$ cat config.mk
export PLATFORM = sky130hd
export DESIGN_NAME = led_bank_arbiter
export DESIGN_NICKNAME = d
export VERILOG_FILES = /design/src/rtl/led_arb_pkg.sv /design/src/rtl/led_rr_pick.sv /design/src/rtl/led_bank_arbiter.sv
export SDC_FILE = /design/constraint.sdc
export NUM_CORES = 1
export LEC_CHECK = 0
export ABC_AREA = 1
export CORE_MARGIN = 2
export CORE_UTILIZATION = 59
export DETAILED_ROUTE_END_ITERATION = 8
export PLACE_DENSITY = 0.86
export SLEW_MARGIN = 30
export SYNTH_ARGS = -nofsm -noshare
export SYNTH_HDL_FRONTEND = slang
export SYNTH_SLANG_ARGS = --single-unit
export TNS_END_PERCENT = 5
$ cat constraint.sdc
create_clock -name sys0_clk -period 6.3 [get_ports sys0_clk]
set_clock_uncertainty 0.1 [all_clocks]
set_input_delay 1.26 -clock sys0_clk [delete_from_list [all_inputs] [get_ports sys0_clk]]
set_output_delay 1.26 -clock sys0_clk [all_outputs]
set_load 0.02 [all_outputs]
$ cat src/rtl/led_arb_pkg.sv
// Shared constants and types for the LED bank arbiter and its round-robin picker.
package led_arb_pkg;

  // FSM encoding kept as plain constants so older tools can read the state vector directly.
  typedef logic [0:0] arb_state_t;
  localparam arb_state_t ST_IDLE = 1'b0;
  localparam arb_state_t ST_SHOW = 1'b1;

  // Supported requester counts (power of two only).
  localparam int NREQ_MIN = 32'sd2;
  localparam int NREQ_MAX = 32'sd8;

  // Width of the board LED bank.
  localparam int LED_W = 32'sd8;

  // Index width needed to name any requester at the largest supported count.
  localparam int OWNER_W_MAX = $clog2(NREQ_MAX);

  // Index width for a given requester count; never narrower than one bit.
  function automatic int owner_w(input int nreq);
    return (nreq < 32'sd2) ? 32'sd1 : $clog2(nreq);
  endfunction

endpackage

$ cat src/rtl/led_rr_pick.sv
// Combinational round-robin picker: first set request at or above ptr, wrapping.
// Shared by the arbiters that front other board resources.
module led_rr_pick
  import led_arb_pkg::*;
#(
  parameter int N     = 4,
  parameter int PTR_W = owner_w(N)
) (
  input  logic [N-1:0]     req,
  input  logic [PTR_W-1:0] ptr,
  output logic [N-1:0]     grant,
  output logic [PTR_W-1:0] idx,
  output logic             any
);

  logic [PTR_W-1:0] cand_s;
  logic             hit_s;

  // Scan from the farthest offset down so the closest hit to ptr is the one left standing.
  always_comb begin
    cand_s = {PTR_W{1'b0}};
    hit_s  = 1'b0;
    idx    = {PTR_W{1'b0}};
    any    = 1'b0;
    for (int k = N - 1; k >= 0; k--) begin
      cand_s = ptr + PTR_W'(k);
      hit_s  = req[cand_s];
      idx    = hit_s ? cand_s : idx;
      any    = any | hit_s;
    end
    grant = {{(N-1){1'b0}}, any} << idx;
  end

endmodule

$ cat src/rtl/led_bank_arbiter.sv
// Shares the 8-bit LED bank between NREQ requesters with round-robin dwell slots;
// shows a heartbeat on led[0] when nobody owns the bank.
module led_bank_arbiter
  import led_arb_pkg::*;
#(
  parameter int NREQ      = 4,
  parameter int DWELL_W   = 24,
  parameter int DWELL_CYC = 12500000,
  parameter int HB_W      = 27
) (
  input  logic                     sys0_clk,
  input  logic                     sys0_rst,
  input  logic [NREQ-1:0]          req_valid,
  input  logic [LED_W*NREQ-1:0]    req_pattern,
  output logic [NREQ-1:0]          req_ready,
  output logic [LED_W-1:0]         led,
  output logic [$clog2(NREQ)-1:0]  led_owner,
  output logic                     led_busy
);

  localparam int OWN_W = owner_w(NREQ);
  localparam logic [DWELL_W-1:0] DWELL_LOAD = DWELL_W'(DWELL_CYC - 1);

  arb_state_t         state_q, state_d;
  logic [DWELL_W-1:0] dwell_q, dwell_d;
  logic [HB_W-1:0]    hb_q, hb_d;
  logic [OWN_W-1:0]   rr_ptr_q, rr_ptr_d;
  logic [LED_W-1:0]   led_q, led_d;
  logic [OWN_W-1:0]   owner_q, owner_d;
  logic               busy_q, busy_d;

  logic [NREQ-1:0]    pick_grant_s;
  logic [OWN_W-1:0]   pick_idx_s;
  logic               pick_any_s;
  logic               offer_s;
  logic               xfer_s;
  logic [LED_W-1:0]   pick_pat_s;
  logic [LED_W-1:0]   hb_led_s;

  led_rr_pick #(
    .N     (NREQ),
    .PTR_W (OWN_W)
  ) u_pick (
    .req   (req_valid),
    .ptr   (rr_ptr_q),
    .grant (pick_grant_s),
    .idx   (pick_idx_s),
    .any   (pick_any_s)
  );

  // Offer window, handshake and the candidate pattern; ready is masked during reset.
  always_comb begin
    offer_s    = (state_q == ST_IDLE) || (dwell_q == {DWELL_W{1'b0}});
    xfer_s     = offer_s & pick_any_s & ~sys0_rst;
    req_ready  = pick_grant_s & {NREQ{offer_s & ~sys0_rst}};
    pick_pat_s = req_pattern[pick_idx_s * LED_W +: LED_W];
  end

  // Next-state logic: grant on transfer, count down the dwell, fall back to the heartbeat.
  always_comb begin
    hb_d     = hb_q + HB_W'(1);
    hb_led_s = {{(LED_W-1){1'b0}}, hb_d[HB_W-1]};
    state_d  = state_q;
    dwell_d  = dwell_q;
    rr_ptr_d = rr_ptr_q;
    led_d    = led_q;
    owner_d  = owner_q;
    busy_d   = busy_q;
    case (state_q)
      ST_IDLE: begin
        if (xfer_s) begin
          state_d  = ST_SHOW;
          dwell_d  = DWELL_LOAD;
          rr_ptr_d = pick_idx_s + OWN_W'(1);
          led_d    = pick_pat_s;
          owner_d  = pick_idx_s;
          busy_d   = 1'b1;
        end else begin
          led_d    = hb_led_s;
        end
      end
      ST_SHOW: begin
        if (dwell_q != {DWELL_W{1'b0}}) begin
          dwell_d  = dwell_q - DWELL_W'(1);
        end else if (xfer_s) begin
          // Seamless handover: the next pattern replaces the current one with no gap.
          dwell_d  = DWELL_LOAD;
          rr_ptr_d = pick_idx_s + OWN_W'(1);
          led_d    = pick_pat_s;
          owner_d  = pick_idx_s;
          busy_d   = 1'b1;
        end else begin
          state_d  = ST_IDLE;
          led_d    = hb_led_s;
          busy_d   = 1'b0;
        end
      end
      default: begin
        state_d = ST_IDLE;
        led_d   = hb_led_s;
        busy_d  = 1'b0;
      end
    endcase
  end

  // State and output registers with synchronous reset.
  always_ff @(posedge sys0_clk) begin
    if (sys0_rst) begin
      state_q  <= ST_IDLE;
      dwell_q  <= {DWELL_W{1'b0}};
      hb_q     <= {HB_W{1'b0}};
      rr_ptr_q <= {OWN_W{1'b0}};
      led_q    <= {LED_W{1'b0}};
      owner_q  <= {OWN_W{1'b0}};
      busy_q   <= 1'b0;
    end else begin
      state_q  <= state_d;
      dwell_q  <= dwell_d;
      hb_q     <= hb_d;
      rr_ptr_q <= rr_ptr_d;
      led_q    <= led_d;
      owner_q  <= owner_d;
      busy_q   <= busy_d;
    end
  end

  assign led       = led_q;
  assign led_owner = owner_q;
  assign led_busy  = busy_q;

endmodule

==> results.yml, run 1 <==
clocking:
  cts_sinks: 65
  cts_hold_buf: 0
  clock-root-buffer: "clkbuf_8"
  cts_setup_buffers: 0
  cts_tree: "yes"
  clk_latency_ps: 350
  numCtsBuffers: 9
  cts.clk_slew.worst_paths_ps: 70
  cts_htree_levels: 3
  cts_resized: 0
  cts_buffer_depth: 2
logic_synthesis:
  synth_warnings: 0
  syn_nets: 609
  seq_area_frac_synth_pct: 34.8
  synth_seq_cells: 65
  netlist_instances: 569
  synth_area_um2: 3740
  synth_area_per_cell_um2: 6.57
  synth.distinct_cells: 46
detailed_routing:
  route.final.wire_length_um: 8910
  final_antenna_net_count: 0
  drc: 0
  drt_iter0_drc: 235
  post_drt_wl_per_cell_um: 12.7
  num_vias: 3765
  viasPerCell: 5.37
  drt-pass1-iter-count: 4
place:
  gp_congestion: 0.869
  dp_hpwl_um: 6350
  preCtsSetupSlack_ps: 1230
  portBuffers: 52
critical_path:
  slowest_stage: "clkdlybuf4s50_1"
  cp-end-kind: "output port"
  cp.required_ps: 4940
  path_delay_family: "buffers and inverters"
  cp-start-kind: "input pin"
  worstSetupPathType: "in -> out"
  crit_fanout: 16
  max_stage_delay_ps: 620
  critPathLaunch: "req_valid[1]"
  crit_chain: "clkdlybuf4s50_1 > inv_1 > o21ai_2 > nor2_1 > nand2_1 > inv_1 > nor2_8 > inv_2 > nor2_1 > inv_1 > nor2_1 > clkdlybuf4s50_1"
  worst_r2r_startpoint: "dwell_q[0]"
  crit_arrival_ps: 3720
  path_buf_inv: 6
sta:
  setup-tns-final_ps: 0
  worstMarginPinSlew_ps: 504
  finalHoldViolCount: 0
  maxSlewViolCount: 0
  setup_viol_count_final: 0
  period_share_pct: 80.6
  relSlewSlack_pct: 66.4
  setup_ws_ps: 1220
  whs_ps: 351
  rsz0062_at_grt: "no"
  min_period_ps: 5080
  max_freq_mhz: 197
layout:
  fin_nets: 661
  multi_input_area_um2: 2020
  area_growth_syn_to_layout_pct: 20.4
  layout-drive-gt1-share_pct: 9.42
  post-route-util_pct: 74.6
  fillers: 478
  antenna_cells: 0
  regArea_um2: 1300
die:
  rows: 28
  dieWidth_um: 83.6
  start_util_pct: 62.0
  die-height_um: 83.6
  die_area_um2: 6980
  fp.coreArea_um2: 6030
  io_pins: 53
grt:
  grt_pass1_vias: 3532
  antenna_found_initial: 0
  track_usage_pct: 25.2
  grt-ovfl-total: 0
  grt_max_degree: 31
  grt_pass1_wl_um: 14800
outcome:
  status: "finished clean"
job:
  cap_violations: 0
hold_path:
  holdCritStartpoint: "hb_q[0]"
  hold_path_class: "reg -> reg"
pwr:
  power_leakage_uw: 0.00199
  ir_drop_uv: 179
  p_per_area_nw_per_um2: 353
## worst register-to-register path: stages, from the launching register on
cell and delay [ps]:
dfxtp_1 350, inv_1 130, ha_1 190, nand3_1 150, nor2_2 200, nand3_2 130
nand2_4 220, nand2_4 120, nor2_8 250, inv_2 190, nand2_1 200, o21ai_0 120
inv_1 60
## sequential cells by signal (all words and copies together), names as in the netlist
signal,cells
dwell_q,24
led_owner,2
state_q,1
hb_q,27
led,8
led_busy,1
rr_ptr_q,2
## path summary, 6_finish.rpt
path         slack, ps      endpoint  cells past startpoint
max               1220  req_ready[0]                     12
min                350       hb_q[0]                      1
max reg2reg       3840    dwell_q[4]                     12
min reg2reg        350       hb_q[0]                      1
## synth_stat cells (all sizes together)
cell type / instances / area share (%)
nand2: 150 / 16
inv: 86 / 8.7
nor2: 71 / 8.5
dfxtp: 65 / 35
nand3: 53 / 8.0
o21ai: 34 / 4.9
a21oi: 22 / 2.9
nor3: 20 / 2.8
nand4: 12 / 2.2
buf: 8 / 1.9
xor2: 7 / 1.6
clkbuf: 5 / 0.50
or2: 5 / 0.84
a31oi: 4 / 0.84
nor3b: 4 / 0.80
o211ai: 4 / 0.80
o21a: 4 / 0.80
a211oi: 2 / 0.40
and2: 2 / 0.33
ha: 2 / 0.67
nor4: 2 / 0.33
a21boi: 1 / 0.20
and3: 1 / 0.17
clkinv: 1 / 0.10
nand3b: 1 / 0.20
o31ai: 1 / 0.20
or3: 1 / 0.17
xnor2: 1 / 0.23
## stage by stage
| stage | instance area (µm²) | instances | total power, µW |
|---|---|---|---|
| 2_1_floorplan | 3740 | 569 | 1040 |
| 3_3_place_gp | 4280 | 685 | 1170 |
| 3_5_place_dp | 4280 | 685 | 1190 |
| 4_1_cts | 4500 | 701 | 1590 |
| 5_1_grt | 4500 | 701 | 1690 |
| 6_report | 4500 | 701 | 1590 |
## report_power, final
part | internal (µW) | switching [µW] | leakage (µW)
clock network | 233 | 164 | 0.000113
logic | 244 | 428 | 0.00134
registers | 465 | 51.4 | 0.000533
## layout make-up
class,instances,share of cell area (%)
clock buffers,11,3.14
multi-input cells,404,44.9
clock inverters,5,1.75
inverters,87,7.32
well taps,75,2.09
flip-flops and latches,65,28.9
repair buffers,54,11.9
## cell families after synthesis
group                      synth area share (%)
AOI/OAI and AO/OA                          11.1
buffers and inverters                      11.2
xor gates and xnor gates                   1.88
DFF                                        34.8
and+or+nand+nor                            40.4
adders and majority gates                 0.670
## cell usage in the layout, fill, tap and decap left out, types with 2 or more instances in the layout
cell and n:
ha_1 2, nor2_4 2, bufinv_16 2, nor2_2 8
o211ai_1 4, nand2_1 141, nor3_1 19, a31oi_1 3
buf_4 2, nand4_1 11, clkbuf_8 10, a211oi_1 2
or2_1 2, or2_2 2, nand3_1 48, a21oi_1 22
o21ai_0 27, dfxtp_1 65, nor2_1 60, nand2_2 6
nand2_4 3, nor4_1 2, inv_2 8, o21ai_2 3
o21a_1 4, clkdlybuf4s50_1 52, nor3b_1 4, nand3_2 4
xor2_1 7, o21ai_1 4, inv_1 77, clkinv_2 2
and2_1 2
## routing by layer
| layer | GRT usage [%] | vias to the layer above | share of wire, % |
|---|---|---|---|
| li1 | - | 1927 | - |
| met1 | 28.4 | 1728 | 43 |
| met2 | 46.7 | 94 | 51 |
| met3 | 4.95 | 16 | 4.6 |
| met4 | 9.53 | 0 | 1.7 |
| met5 | 0 | - | 0 |
Power figures use the tool's default switching activity.
==> run 2: changes to the inputs <==
--- a/config.mk
+++ b/config.mk
@@ -7,9 +7,9 @@
 export LEC_CHECK = 0
 export ABC_AREA = 1
 export CORE_MARGIN = 2
-export CORE_UTILIZATION = 59
+export CORE_UTILIZATION = 50
 export DETAILED_ROUTE_END_ITERATION = 8
-export PLACE_DENSITY = 0.86
+export PLACE_DENSITY = 0.78
 export SLEW_MARGIN = 30
 export SYNTH_ARGS = -nofsm -noshare
 export SYNTH_HDL_FRONTEND = slang
==> constraint.sdc (replaced) <==
create_clock -name sys0_clk -period 4.4 [get_ports sys0_clk]
set_clock_uncertainty 0.1 [all_clocks]
set_input_delay 0.88 -clock sys0_clk [delete_from_list [all_inputs] [get_ports sys0_clk]]
set_output_delay 0.88 -clock sys0_clk [all_outputs]
set_load 0.02 [all_outputs]
==> run 2 against run 1 <==
Compared with the run above:
- register-to-register slack worse by 1700 ps
- sequential cell count did not move
- power rose by 44%
- sequential power grew 43%
- clock power rose by 47%
- global-route usage is 3.5 points lower
- cell count up 3.7%
- final area rose by 1.2%
- clock-buffer cell count is the same
- worst setup slack worse by 930 ps
==> results.yml, run 2 (synthesized netlist as in run 1, its figures left out) <==
detailed_routing:
  post_drt_wl_per_cell_um: 12.0
  drc: 0
  drt-pass1-iter-count: 5
  drt_iter0_drc: 164
  viasPerCell: 5.15
  final_antenna_net_count: 0
  route.final.wire_length_um: 8750
  num_vias: 3742
die:
  fp.coreArea_um2: 7250
  dieWidth_um: 90.4
  io_pins: 53
  die-height_um: 90.4
  die_area_um2: 8180
  start_util_pct: 51.5
  rows: 31
clocking:
  numCtsBuffers: 9
  clk_latency_ps: 350
  cts_buffer_depth: 2
  cts_htree_levels: 3
  cts_tree: "yes"
  clock-root-buffer: "clkbuf_8"
  cts_sinks: 65
  cts.clk_slew.worst_paths_ps: 70
  cts_hold_buf: 0
  cts_setup_buffers: 0
  cts_resized: 0
pwr:
  sequentialPowerShare_pct: 32.4
  power.switching_uw: 911
  ir_drop_uv: 229
  power_leakage_uw: 0.00200
  fin_total_pwr_uw: 2280
  p_clk_share_pct: 25.6
  comb_power_share_pct: 42.0
  switching_share_pct: 40.0
  p_per_area_nw_per_um2: 501
  power.internal_uw: 1370
critical_path:
  cp-start-kind: "input pin"
  worstSetupPathType: "in -> out"
  cp-end-kind: "output port"
  crit_arrival_ps: 3130
  crit_fanout: 19
  cp.required_ps: 3420
sta:
  rsz0062_at_grt: "no"
  setup_ws_ps: 292
  relSlewSlack_pct: 65.6
  setup-tns-final_ps: 0
  finalHoldViolCount: 0
  setup_viol_count_final: 0
  max_freq_mhz: 243
  worstMarginPinSlew_ps: 515
  maxSlewViolCount: 0
  min_period_ps: 4110
  period_share_pct: 93.4
place:
  placed_area_um2: 4320
  preCtsSetupSlack_ps: 310
  portBuffers: 52
  gp_congestion: 0.960
  dp_hpwl_um: 6430
  dpl.cell_count: 711
grt:
  grt_pass1_wl_um: 14800
  grt_max_degree: 30
  grt-ovfl-total: 0
  grt_pass1_vias: 3472
  antenna_found_initial: 0
  track_usage_pct: 21.7
layout:
  final_common_cell: "nand2_1"
  finalInstanceArea_um2: 4550
  antenna_cells: 0
  fin_nets: 663
  layout_common_cells: "141 x nand2_1, 77 x inv_1, 65 x dfxtp_1"
  area_growth_syn_to_layout_pct: 21.8
  layout-drive-gt1-share_pct: 9.87
  final_cell_count_no_fill: 727
  largest_reg_flops: 27
  top_register: "hb_q"
  fillers: 674
hold_path:
  hold_path_class: "reg -> reg"
job:
  cap_violations: 0
outcome:
  status: "finished clean"
-- run 2: cell count changes in the layout (fill, tap and decap cells not counted) --
cell | before | now
clkinvlp_4 | 0 | 1
clkbuf_8 | 10 | 11
clkinv_4 | 1 | 0
buf_4 | 2 | 4
clkbuf_1 | 1 | 0
-- run 2: per-layer routing --
metal,vias to the layer above,wire length [µm],global-route usage [%]
met2,92,4250,38.5
met4,0,175,9.10
li1,1935,-,-
met1,1699,3880,24.7
met3,16,452,5.59
met5,-,0,0
-- run 2: worst max-delay path, stage by stage --
cell	delay [ps]
clkdlybuf4s50_1	390
inv_1	80
nand2_1	70
nand2_1	130
inv_1	70
nand2_1	80
nand2_1	70
inv_2	60
nand2_1	60
nand2_2	90
nand2_4	150
inv_4	170
nand2_1	90
nor2_1	120
clkdlybuf4s50_1	610
-- run 2: stage by stage --
stage                     hold slack (ps)  utilization, %
final                                 356            62.7
after global routing                  373            62.7
after CTS                             357            62.7
after detailed placement              344            59.6
after global placement                323            59.6
after floorplan                       313               -
-- run 2: area by class of cell --
type	instances	area, µm²	share of cell area (%)
multi-input cells	404	2020	44.3
clock inverters	5	77.6	1.70
flip-flops and latches	65	1300	28.6
repair buffers	56	551	12.1
clock buffers	11	151	3.33
well taps	99	124	2.72
inverters	87	329	7.23
-- run 2: final timing paths --
kind / startpoint / end / slack (ps) / cells past startpoint
worst min-delay path: led[4] / led[4] / 360 / 2
worst min register to register: led[4] / led[4] / 360 / 2
worst max register to register: dwell_q[0] / dwell_q[1] / 2100 / 13
worst max-delay path: req_valid[3] / req_ready[2] / 290 / 15
-- run 2: power by group through the flow --
stage / registers (µW) / clock network, µW / logic, µW
floorplan: 767 / 0 / 717
finish: 739 / 583 / 958
detailed placement: 752 / 0 / 949
global placement: 748 / 0 / 922
global route: 749 / 619 / 1080
CTS: 739 / 593 / 956
